## src/rtl/hex_digit_counter.sv

```systemverilog
// Four-digit up/down counter stepped by a programmable rate divider, feeding 7-segment decoders.
// Define HEX_DIGIT_COUNTER_BCD_EN for decimal digits (0-9); default build counts hex digits (0-F).
module hex_digit_counter #(
  parameter int unsigned DIV = 50_000_000
) (
  input  logic        clk,
  input  logic        resetn,
  input  logic        enable,
  input  logic        up_down,
  input  logic        load,
  input  logic [15:0] load_value,
  output logic [15:0] digits,
  output logic        tick,
  output logic        carry
);

  localparam int DW = (DIV > 1) ? $clog2(DIV) : 1;
  localparam logic [DW-1:0] RELOAD = DW'(DIV - 1);

`ifdef HEX_DIGIT_COUNTER_BCD_EN
  localparam logic [3:0] DMAX = 4'd9;
`else
  localparam logic [3:0] DMAX = 4'hF;
`endif

  logic [DW-1:0] divider;
  logic [15:0]   next_digits;
  logic [15:0]   load_digits;
  logic          wrap;
  logic          step;

  assign step = enable && !load && (divider == '0);

  // Ripple the carry/borrow through all four digits in one cycle; a carry out
  // of the top digit is the full-range wrap.
  always_comb begin
    logic c;
    next_digits = digits;
    c = 1'b1;
    for (int i = 0; i < 4; i++) begin
      if (c) begin
        if (up_down) begin
          if (digits[4*i +: 4] == DMAX) begin
            next_digits[4*i +: 4] = 4'd0;
          end else begin
            next_digits[4*i +: 4] = digits[4*i +: 4] + 4'd1;
            c = 1'b0;
          end
        end else begin
          if (digits[4*i +: 4] == 4'd0) begin
            next_digits[4*i +: 4] = DMAX;
          end else begin
            next_digits[4*i +: 4] = digits[4*i +: 4] - 4'd1;
            c = 1'b0;
          end
        end
      end
    end
    wrap = c;
  end

  always_comb begin
    load_digits = load_value;
`ifdef HEX_DIGIT_COUNTER_BCD_EN
    for (int i = 0; i < 4; i++) begin
      if (load_value[4*i +: 4] > DMAX) load_digits[4*i +: 4] = DMAX;
    end
`endif
  end

  always_ff @(posedge clk) begin
    if (!resetn) begin
      digits  <= 16'h0000;
      divider <= RELOAD;
      tick    <= 1'b0;
      carry   <= 1'b0;
    end else if (load) begin
      digits  <= load_digits;
      divider <= RELOAD;
      tick    <= 1'b0;
      carry   <= 1'b0;
    end else if (step) begin
      digits  <= next_digits;
      divider <= RELOAD;
      tick    <= 1'b1;
      carry   <= wrap;
    end else begin
      if (enable) divider <= divider - DW'(1);
      tick  <= 1'b0;
      carry <= 1'b0;
    end
  end

endmodule

```

## config.mk

```make
export PLATFORM = sky130hd
export DESIGN_NAME = hex_digit_counter
export DESIGN_NICKNAME = d
export VERILOG_FILES = /design/src/rtl/hex_digit_counter.sv
export SDC_FILE = /design/constraint.sdc
export NUM_CORES = 1
export LEC_CHECK = 0
export CORE_UTILIZATION = 54
export DETAILED_ROUTE_END_ITERATION = 8
export PLACE_DENSITY = 0.79
export SLEW_MARGIN = 15
export SYNTH_ARGS = -nofsm -noshare
export SYNTH_HDL_FRONTEND = slang
export SYNTH_SLANG_ARGS = --single-unit
```

## constraint.sdc

```tcl
create_clock -name clk -period 3.3 [get_ports clk]
set_input_delay 0.495 -clock clk [delete_from_list [all_inputs] [get_ports clk]]
set_output_delay 0.495 -clock clk [all_outputs]
set_load 0.01 [all_outputs]
```

==> out/qor.txt, run 1 <==
Top cell type's share of synthesized area = 34.7%
Synthesized area = 0.00254 mm²
Die Y = 70.5 µm
Vias per cell = 5.79
Io pins = 39
Top post-synthesis cells by area = dfxtp_1, xnor2_1, nand2_1
Worst-Margin Slew = 624 ps
Worst setup EP type = register
Die X-Extent = 70.5 µm
CP Launch Type = register
CP Class = register to register
Slew margin rel. = 58.4%
P&R area growth vs syn = 19.1%
Internal power = 0.780 mW
Nets = 377
Fill cell count = 390
Max rail drop VDD = 352 µV
Net Sw Power = 0.277 mW
Fraction of registers with async set/reset = 0%
Hold_buf cts = 0
Fin cells = 399
Failing checks = DRC
Synth Area in Adders = 4.44%
Worst path most repeated cell = or4_4
First-pass iteration count of the detailed router = 6
Worst slack, placed = 266 ps
Post-CTS Setup Bufs = 0
Netlist cell types = 47
Syn_nets = 345
Die area = 0.00497 mm²
CTS HTree Levels = 2
Maximum clock insertion buffer count = 2
RSZ-0062 raised after global routing = false
Vias in the first global route = 2,034
Multi-input logic area = 0.00150 mm²
Comb power frac = 16.0%
Max frequency = 357 MHz
# diodes = 0
Num CTS Buffers = 5
Clock skew = 5.14 ps
Multiplexer share of the synthesized area = 2.81%
Synth Area in Simple Gates = 23.9%
Clock sinks = 44
Top FF cell, synth = dfxtp_1
Crit Path Max Fanout = 10
Hpwl dp = 3840 µm
Yosys warns = 0
Drt drc = 6
Register area = 881 µm²
Setup TNS = 0 ps
Critical path buffers and inverters = 0
XOR/XNOR share of the synthesized area = 10.0%
Commonest cells after routing, fill and taps aside = dfxtp_1, clkdlybuf4s50_1, nand2_1, nor2_1
Slowest cell on crit path = or4_4
Max_cap viols = 0
WL/cell = 13.8 µm
Routed WL = 5530 µm
Placed Cells = 392
Sequential share of the synthesized area = 34.7%
CP Data Arrival Time = 3030 ps
Crit path time final = 2800 ps
Detailed Route Iter0 Violations = 167
Largest net degree at the start of global routing = 24
PostCTS Resize Cnt = 0
Initial core utilization = 57.1%
Mapped Cells = 315
Final WS setup = 495 ps
Post-synth EDFFs = 0
Reg clk slew, reported paths = 70 ps
Initial antenna violation count = 0
First-pass GRT wire length = 9330 µm
Pwr/cell area = 350 mW/mm²
Via Count = 2,311
Final Max Tran Viols = 0
Final worst path period share = 85.0%
Row cnt = 24
CTS tree = done
Required @ worst endpoint = 3520 ps
Core area = 0.00444 mm²
Worst skew pair latency = 290 ps
CP delay by family, top = simple AND/OR/NAND/NOR gates
Syn_area_per_cell = 8.05 µm²
Slowest cell delay on critical path = 640 ps
Total GRT Usage = 23.1%
Seq pwr share = 54.1%
Synth Area in Compound Gates = 18.1%
Hold Violations, Final = 0
# setup viols final = 0
Root Buffer = clkbuf_8
GPL Wtd Cong = 0.821
CP cell instances = or4_1, or4_4, or4_4, or3_1, a31oi_1
ANT nets after route = 0
Synthesized flop and latch total = 44
Area leader, netlist = dfxtp_1
Status = finished, violations left
Clock Power Share = 29.9%
Switching Fraction = 26.2%
Lkg Pwr = 1.02 nW
GRT overflow = 0
Combinational family with the most area after synthesis = simple AND/OR/NAND/NOR gates
Commonest non-fill, non-tap cell in the layout = dfxtp_1
Port Buffers = 38
Share of post-route cells with drive strength above 1 = 6.34%
Hold crit path type = register to register
final timing paths:
kind                                  from  cells past startpoint                       end  slack (ps)
setup / recovery   divider[3]$_SDFFE_PP1P_                      5   digits[14]$_SDFFE_PN0P_         500
hold / removal    divider[10]$_SDFFE_PP0P_                      2  divider[10]$_SDFFE_PP0P_         470
setup reg to reg   divider[3]$_SDFFE_PP1P_                      5   digits[14]$_SDFFE_PN0P_         500
hold reg to reg   divider[10]$_SDFFE_PP0P_                      2  divider[10]$_SDFFE_PP0P_         470
layer usage:
layer	GRT usage, %	share of wire, %	vias to the layer above
li1	-	-	1195
met1	33.3	51	1065
met2	36.0	44	44
met3	4.70	4.3	7
met4	4.89	0.72	0
met5	0	0	-
area by class of cell:
class,count,area share [%]
Multi-Input combinational cell,235,49.8
Sequential cell,44,29.2
Timing Repair Buffer,45,14.3
Clock buffer,6,2.40
Tap cell,52,2.15
Inverter,16,1.99
Clock inverter,1,0.166
registers in the layout, summed over array words and instances, names as in the netlist:
register / cells
divider: 26
digits: 16
carry: 1
tick: 1
power groups by stage:
stage / Clock (mW) / Combinational, mW / Sequential, mW
final: 0.316 / 0.170 / 0.572
after global routing: 0.340 / 0.185 / 0.576
after CTS: 0.322 / 0.170 / 0.572
after detailed placement: 0 / 0.169 / 0.584
after global placement: 0 / 0.166 / 0.584
after floorplan: 0 / 0.0986 / 0.580
worst min-delay path: stages, from the launching register on:
cell     delay [ps]
dfxtp_1         310
o31ai_1          50
a21oi_1          60
per-stage QoR:
step | power, mW | utilization (%) | hold slack [ps] | area (µm²)
floorplan | 0.678 | - | 439 | 2540
global placement | 0.750 | 66.2 | 452 | 2940
detailed placement | 0.753 | 66.2 | 460 | 2940
CTS | 1.06 | 68.0 | 470 | 3020
global route | 1.10 | 68.0 | 503 | 3020
finish | 1.06 | 68.0 | 465 | 3020
synthesized netlist by cell type, drive strengths merged, types with 6 or more instances:
cell type / count
a211oi: 8
a21oi: 12
a31oi: 10
clkbuf: 16
dfxtp: 44
ha: 9
inv: 16
mux2i: 6
nand2: 32
nand3: 6
nor2: 27
nor3: 17
nor4: 8
o21ai: 19
or3: 7
or4: 6
xnor2: 19
xor2: 10
cells by family (layout without fill, tap and decap cells):
family / Yosys count / after routing
simple gates: 119 / 119
buf+inv: 36 / 68
fa+ha+maj: 9 / 9
xor+xnor: 29 / 29
flops: 44 / 44
mux: 7 / 7
compound gates: 71 / 71
(Power assumes the default switching activity.)
==> inputs of run 2 (changes only) <==
--- a/config.mk
+++ b/config.mk
@@ -5,9 +5,9 @@
 export SDC_FILE = /design/constraint.sdc
 export NUM_CORES = 1
 export LEC_CHECK = 0
-export CORE_UTILIZATION = 54
+export CORE_UTILIZATION = 49
 export DETAILED_ROUTE_END_ITERATION = 8
-export PLACE_DENSITY = 0.79
+export PLACE_DENSITY = 0.76
 export SLEW_MARGIN = 15
 export SYNTH_ARGS = -nofsm -noshare
 export SYNTH_HDL_FRONTEND = slang
==> constraint.sdc (replaced) <==
create_clock -name clk -period 2.27 [get_ports clk]
set_input_delay 0.3405 -clock clk [delete_from_list [all_inputs] [get_ports clk]]
set_output_delay 0.3405 -clock clk [all_outputs]
set_load 0.01 [all_outputs]
==> out/qor.txt, run 2 (synthesized netlist as in run 1, its figures left out) <==
Via Count = 2,644 (+14%)
Vias in the first global route = 2,437 (+20%)
Root Buffer = clkbuf_8
Routed WL = 6740 µm (+22%)
Internal power = 1.32 mW (+70%)
Hold Violations, Final = 0 (unchanged)
Hold crit path type = register to register
Final Max Tran Viols = 0 (unchanged)
Number of flip-flops under the largest register name = 26 (unchanged)
Maximum clock insertion buffer count = 2 (unchanged)
Nets = 423 (+12%)
Commonest non-fill, non-tap cell in the layout = buf_4
Worst-Margin Slew = 646 ps (+22.1 ps)
Pwr Total = 1.79 mW (+70%)
Vias per cell = 5.74 (-0.98%)
CP Class = register to register
Worst setup EP type = register
P&R area growth vs syn = 41.9%
Required @ worst endpoint = 2430 ps (-1090 ps)
Net Sw Power = 0.470 mW (+69%)
Lkg Pwr = 1.31 nW (+29%)
Failing checks = setup timing
Switching Fraction = 26.2% (about the same)
Crit Path Max Fanout = 6 (-4)
Clock skew = 7.16 ps (+2.02 ps)
Comb power frac = 18.3% (+2.3 points)
Initial antenna violation count = 0 (unchanged)
Worst skew pair latency = 300 ps (about the same)
Core area = 0.00485 mm² (+9.1%)
Hold depth = 2 (unchanged)
Die area = 0.00547 mm² (+9.9%)
Hold_buf cts = 0 (unchanged)
Reg with most FFs = divider
First-pass iteration count of the detailed router = 5 (-1)
Row cnt = 25 (+4.2%)
Drt drc = 0 (-6)
WL/cell = 14.6 µm (+5.5%)
GPL Wtd Cong = 0.866 (+5.5%)
RSZ-0062 raised after global routing = true
Worst reg-to-reg setup slack = -130 ps (-630 ps)
R2R depth = 6 (+1)
Final worst path period share = 106% (+21 points)
Hpwl dp = 4500 µm (+17%)
Status = finished, violations left
Io pins = 39 (unchanged)
Util after Layout = 74.2% (+6.3 points)
Reg2Reg Capture Point = digits[12]$_SDFFE_PN0P_
Seq pwr share = 45.5% (-8.6 points)
Max_cap viols = 0 (unchanged)
Port Buffers = 38 (unchanged)
CTS tree = done
CP Data Arrival Time = 2560 ps (-470 ps)
Worst Setup SP = divider[6]$_SDFFE_PP1P_
Max rail drop VDD = 321 µV (-8.9%)
Reg clk slew, reported paths = 90 ps (+20 ps)
Design Area, Final = 0.00360 mm² (+19%)
Die X-Extent = 73.9 µm (+4.8%)
Hold Path Origin = divider[10]$_SDFFE_PP0P_
Min-Delay Endpoint = divider[10]$_SDFFE_PP0P_
# diodes = 0 (unchanged)
Clock sinks = 44 (unchanged)
Pwr/cell area = 498 mW/mm² (+42%)
CP Launch Type = register
Total GRT Usage = 25.9% (+2.8 points)
Largest net degree at the start of global routing = 25 (+4.2%)
Slew margin rel. = 56.9% (-1.5 points)
Crit path time final = 2400 ps (-403 ps)
Share of post-route cells with drive strength above 1 = 25.6% (+19 points)
Largest regs = divider x26, digits x16
Commonest cells after routing, fill and taps aside = buf_4, clkdlybuf4s50_1, dfxtp_1, nand2_1, nor2_1
Die Y = 73.9 µm (+4.8%)
ANT nets after route = 0 (unchanged)
Detailed Route Iter0 Violations = 255 (+53%)
Placed inst area = 0.00328 mm² (+12%)
# setup viols final = 4 (+4)
Num CTS Buffers = 5 (unchanged)
Max frequency = 416 MHz (+17%)
Clock Power Share = 36.2% (+6.3 points)
Final WS setup = -132 ps (-627 ps)
First-pass GRT wire length = 11,100 µm (+19%)
Reg2reg start = divider[6]$_SDFFE_PP1P_
Hold slack = 489 ps (+23.5 ps)
CTS HTree Levels = 2 (unchanged)
GRT overflow = 0 (unchanged)
Initial core utilization = 52.3% (-4.8 points)
[run 2: cell count changes in the layout (fill, tap and decap cells not counted), sizes merged]
cell | previous run | this run
buf | 7 | 53
dlymetal6s2s | 0 | 1
clkdlybuf4s50 | 38 | 36
dlygate4sd2 | 0 | 1
bufinv | 0 | 1
[run 2: per-layer routing]
metal	track usage (%)	part of all wire (%)	routed length [µm]
met2	41.6	47	3160
met1	35.8	47	3160
met3	4.47	4.8	324
met4	7.26	1.4	93
met5	0	0	0
[run 2: stage by stage]
stage | worst slack (ps) | setup TNS, ps | std cells
floorplan | -361 | -2080 | 315
global placement | -487 | -9220 | 448
detailed placement | -538 | -10720 | 448
CTS | -142 | -355 | 456
global route | -200 | -810 | 461
finish | -132 | -283 | 461
[run 2: worst max-delay path by stage]
stage,end,cells past startpoint
finish,digits[12]$_SDFFE_PN0P_,6
global route,digits[12]$_SDFFE_PN0P_,8
CTS,digits[14]$_SDFFE_PN0P_,5
detailed placement,digits[12]$_SDFFE_PN0P_,6
global placement,digits[14]$_SDFFE_PN0P_,6
floorplan,digits[14]$_SDFFE_PN0P_,8
[run 2: power by group through the flow]
stage | clock network, mW | logic (mW) | registers, mW
final | 0.649 | 0.329 | 0.815
after global routing | 0.687 | 0.355 | 0.818
after CTS | 0.656 | 0.318 | 0.813
after detailed placement | 0 | 0.302 | 0.830
after global placement | 0 | 0.294 | 0.828
after floorplan | 0 | 0.143 | 0.843
[run 2: layout make-up]
class,instances,area [µm²]
Timing Repair Buffer,91,803
Inverter,16,60.1
Tap cell,67,83.8
Clock buffer,6,82.6
Clock inverter,2,38.8
Sequential cell,44,892
Multi-Input combinational cell,235,1640
Fill cell,355,1250
[run 2: what timing repair did]
action / in CTS / in global routing
cloned: 0 / 0
setup buffers: 0 / 5
pin swaps: 7 / 7
setup endpoints to repair: 7 / 16
gates resized for setup: 20 / 22
[run 2: critical path, cell delays in order, from the launching register on]
cell,delay (ps)
dfxtp_2,330
or4_4,530
or4_4,440
or4_4,560
buf_4,180
nor4_4,140
a311oi_2,70
==> inputs of run 3 (changes only) <==
--- a/config.mk
+++ b/config.mk
@@ -5,6 +5,7 @@
 export SDC_FILE = /design/constraint.sdc
 export NUM_CORES = 1
 export LEC_CHECK = 0
+export CORE_MARGIN = 2
 export CORE_UTILIZATION = 49
 export DETAILED_ROUTE_END_ITERATION = 8
 export PLACE_DENSITY = 0.76
==> out/qor.txt, run 3 (synthesized netlist as in run 1, its figures left out) <==
Status = finished, violations left
Failing checks = setup timing
Worst setup EP type = register
CTS HTree Levels = 2 (unchanged)
Slew margin rel. = 55.9% (-0.99 points)
Max rail drop VDD = 430 µV (+34%)
Worst skew pair latency = 300 ps (about the same)
Commonest cells after routing, fill and taps aside = buf_4, dfxtp_1, clkdlybuf4s50_1, nand2_1, nor2_1
# setup viols final = 5 (+1)
Largest regs = divider x26, digits x16
Nets = 422 (-0.24%)
Clock skew = 11.1 ps (+3.91 ps)
Vias in the first global route = 2,419 (-0.74%)
Met3 Use GR = 5.00% (+0.53 points)
Crit path time final = 2430 ps (+24.3 ps)
Port Buffers = 38 (unchanged)
Initial antenna violation count = 0 (unchanged)
Vias per cell = 5.52 (-3.8%)
Worst slack, placed = -500 ps (+37.3 ps)
Share of post-route cells with drive strength above 1 = 23.4% (-2.2 points)
Die Y = 75.9 µm (+2.7%)
Placed inst area = 0.00329 mm² (about the same)
Pwr/cell area = 490 mW/mm² (-1.6%)
Final WS setup = -157 ps (-24.3 ps)
Number of flip-flops under the largest register name = 26 (unchanged)
Max frequency = 412 MHz (-1.0%)
CP Class = register to register
Total GRT Usage = 22.9% (-3.0 points)
Final Max Tran Viols = 0 (unchanged)
Slowest cell on crit path = or4_4
CP Data Arrival Time = 2660 ps (+100 ps)
Util after Layout = 70.7% (-3.5 points)
Pwr Total = 1.75 mW (-2.5%)
Detailed Route Iter0 Violations = 101 (-60%)
Maximum clock insertion buffer count = 2 (unchanged)
Row cnt = 26 (+4.0%)
Grt met1 use = 28.2% (-7.6 points)
GRT overflow = 0 (unchanged)
Hpwl dp = 4570 µm (+1.6%)
Worst-Margin Slew = 661 ps (+14.9 ps)
CP Launch Type = register
Initial core utilization = 50.3% (-2.0 points)
Reg clk slew, reported paths = 90 ps (about the same)
Routed WL = 6420 µm (-4.7%)
Final worst path period share = 107% (+1.1 points)
Root Buffer = clkbuf_8
First-pass iteration count of the detailed router = 4 (-1)
Hold Violations, Final = 0 (unchanged)
Hold crit path type = register to register
Design Area, Final = 0.00356 mm² (-0.94%)
Io pins = 39 (unchanged)
Fin cells = 463 (+0.43%)
# diodes = 0 (unchanged)
Crit Path Max Fanout = 6 (unchanged)
ANT nets after route = 0 (unchanged)
Reg with most FFs = divider
Worst path most repeated cell = or4_4
CP cell instances = or4_4, or4_4, or4_4, or3_1, a31oi_1
Core area = 0.00504 mm² (+4.0%)
Die area = 0.00577 mm² (+5.5%)
P&R area growth vs syn = 40.6%
Clock sinks = 44 (unchanged)
CTS tree = done
Required @ worst endpoint = 2500 ps (+70 ps)
Via Count = 2,555 (-3.4%)
Largest net degree at the start of global routing = 25 (unchanged)
Drt drc = 0 (unchanged)
Slowest cell delay on critical path = 590 ps (+30 ps)
Commonest non-fill, non-tap cell in the layout = buf_4
Die X-Extent = 75.9 µm (+2.7%)
Most crowded layer after global routing = met2
Max_cap viols = 0 (unchanged)
M2 GR Usage = 40.2% (-1.4 points)
RSZ-0062 raised after global routing = true
GPL Wtd Cong = 0.950 (+9.6%)
Num CTS Buffers = 5 (unchanged)
WL/cell = 13.9 µm (-5.1%)
Placed Cells = 449 (+0.22%)
First-pass GRT wire length = 11,000 µm (-1.1%)
Lkg Pwr = 1.30 nW (-1.1%)
## run 3: cell count changes in the layout (fill, tap and decap cells not counted), sizes merged
cell / before / now
buf: 53 / 52
clkbuf: 6 / 5
clkinvlp: 0 / 1
dlygate4sd2: 1 / 2
dlymetal6s2s: 1 / 0
## run 3: power breakdown
part           internal [mW]  switching (mW)  total (mW)
Clock                  0.326           0.285       0.610
Sequential             0.791          0.0211       0.812
Combinational          0.171           0.154       0.325
Total                   1.29           0.460        1.75
## run 3: final timing paths
check             cells past startpoint  slack (ps)                  endpoint                      from
setup / recovery                      5        -160   digits[14]$_SDFFE_PN0P_   divider[6]$_SDFFE_PP1P_
setup reg to reg                      5        -160   digits[14]$_SDFFE_PN0P_   divider[6]$_SDFFE_PP1P_
hold reg to reg                       2         470  divider[10]$_SDFFE_PP0P_  divider[10]$_SDFFE_PP0P_
hold / removal                        2         470  divider[10]$_SDFFE_PP0P_  divider[10]$_SDFFE_PP0P_
## run 3: cell type report
class | count | area, µm²
Inverter | 16 | 60.1
Sequential cell | 44 | 890
Timing Repair Buffer | 90 | 797
Clock buffer | 5 | 68.8
Tap cell | 70 | 87.6
Multi-Input combinational cell | 235 | 1620
Clock inverter | 3 | 42.5
Fill cell | 414 | 1480
## run 3: repair_timing
item / CTS / global route
hold buffers: 0 / 0
endpoints found under the setup margin: 6 / 14
setup buffers: 4 / 3
resized for setup: 16 / 17
pin swaps: 6 / 9
## run 3: worst max-delay path, delay by kind of cell (launching register included)
| family | cells | cell delay [ps] |
|---|---|---|
| DFF | 1 | 330 |
| and+or+nand+nor | 4 | 1890 |
| AOI/OAI and AO/OA | 1 | 130 |
## run 3: routing by layer
metal,vias to the layer above,routed length (µm)
met1,1192,2810
met2,71,3180
met3,9,332
met5,-,0
li1,1283,-
met4,0,97
## run 3: through the flow
stage / TNS (ps) / hold WS, ps
after floorplan: -2080 / 439
after global placement: -8960 / 451
after detailed placement: -9610 / 458
after CTS: -303 / 471
after global routing: -775 / 503
final: -442 / 465
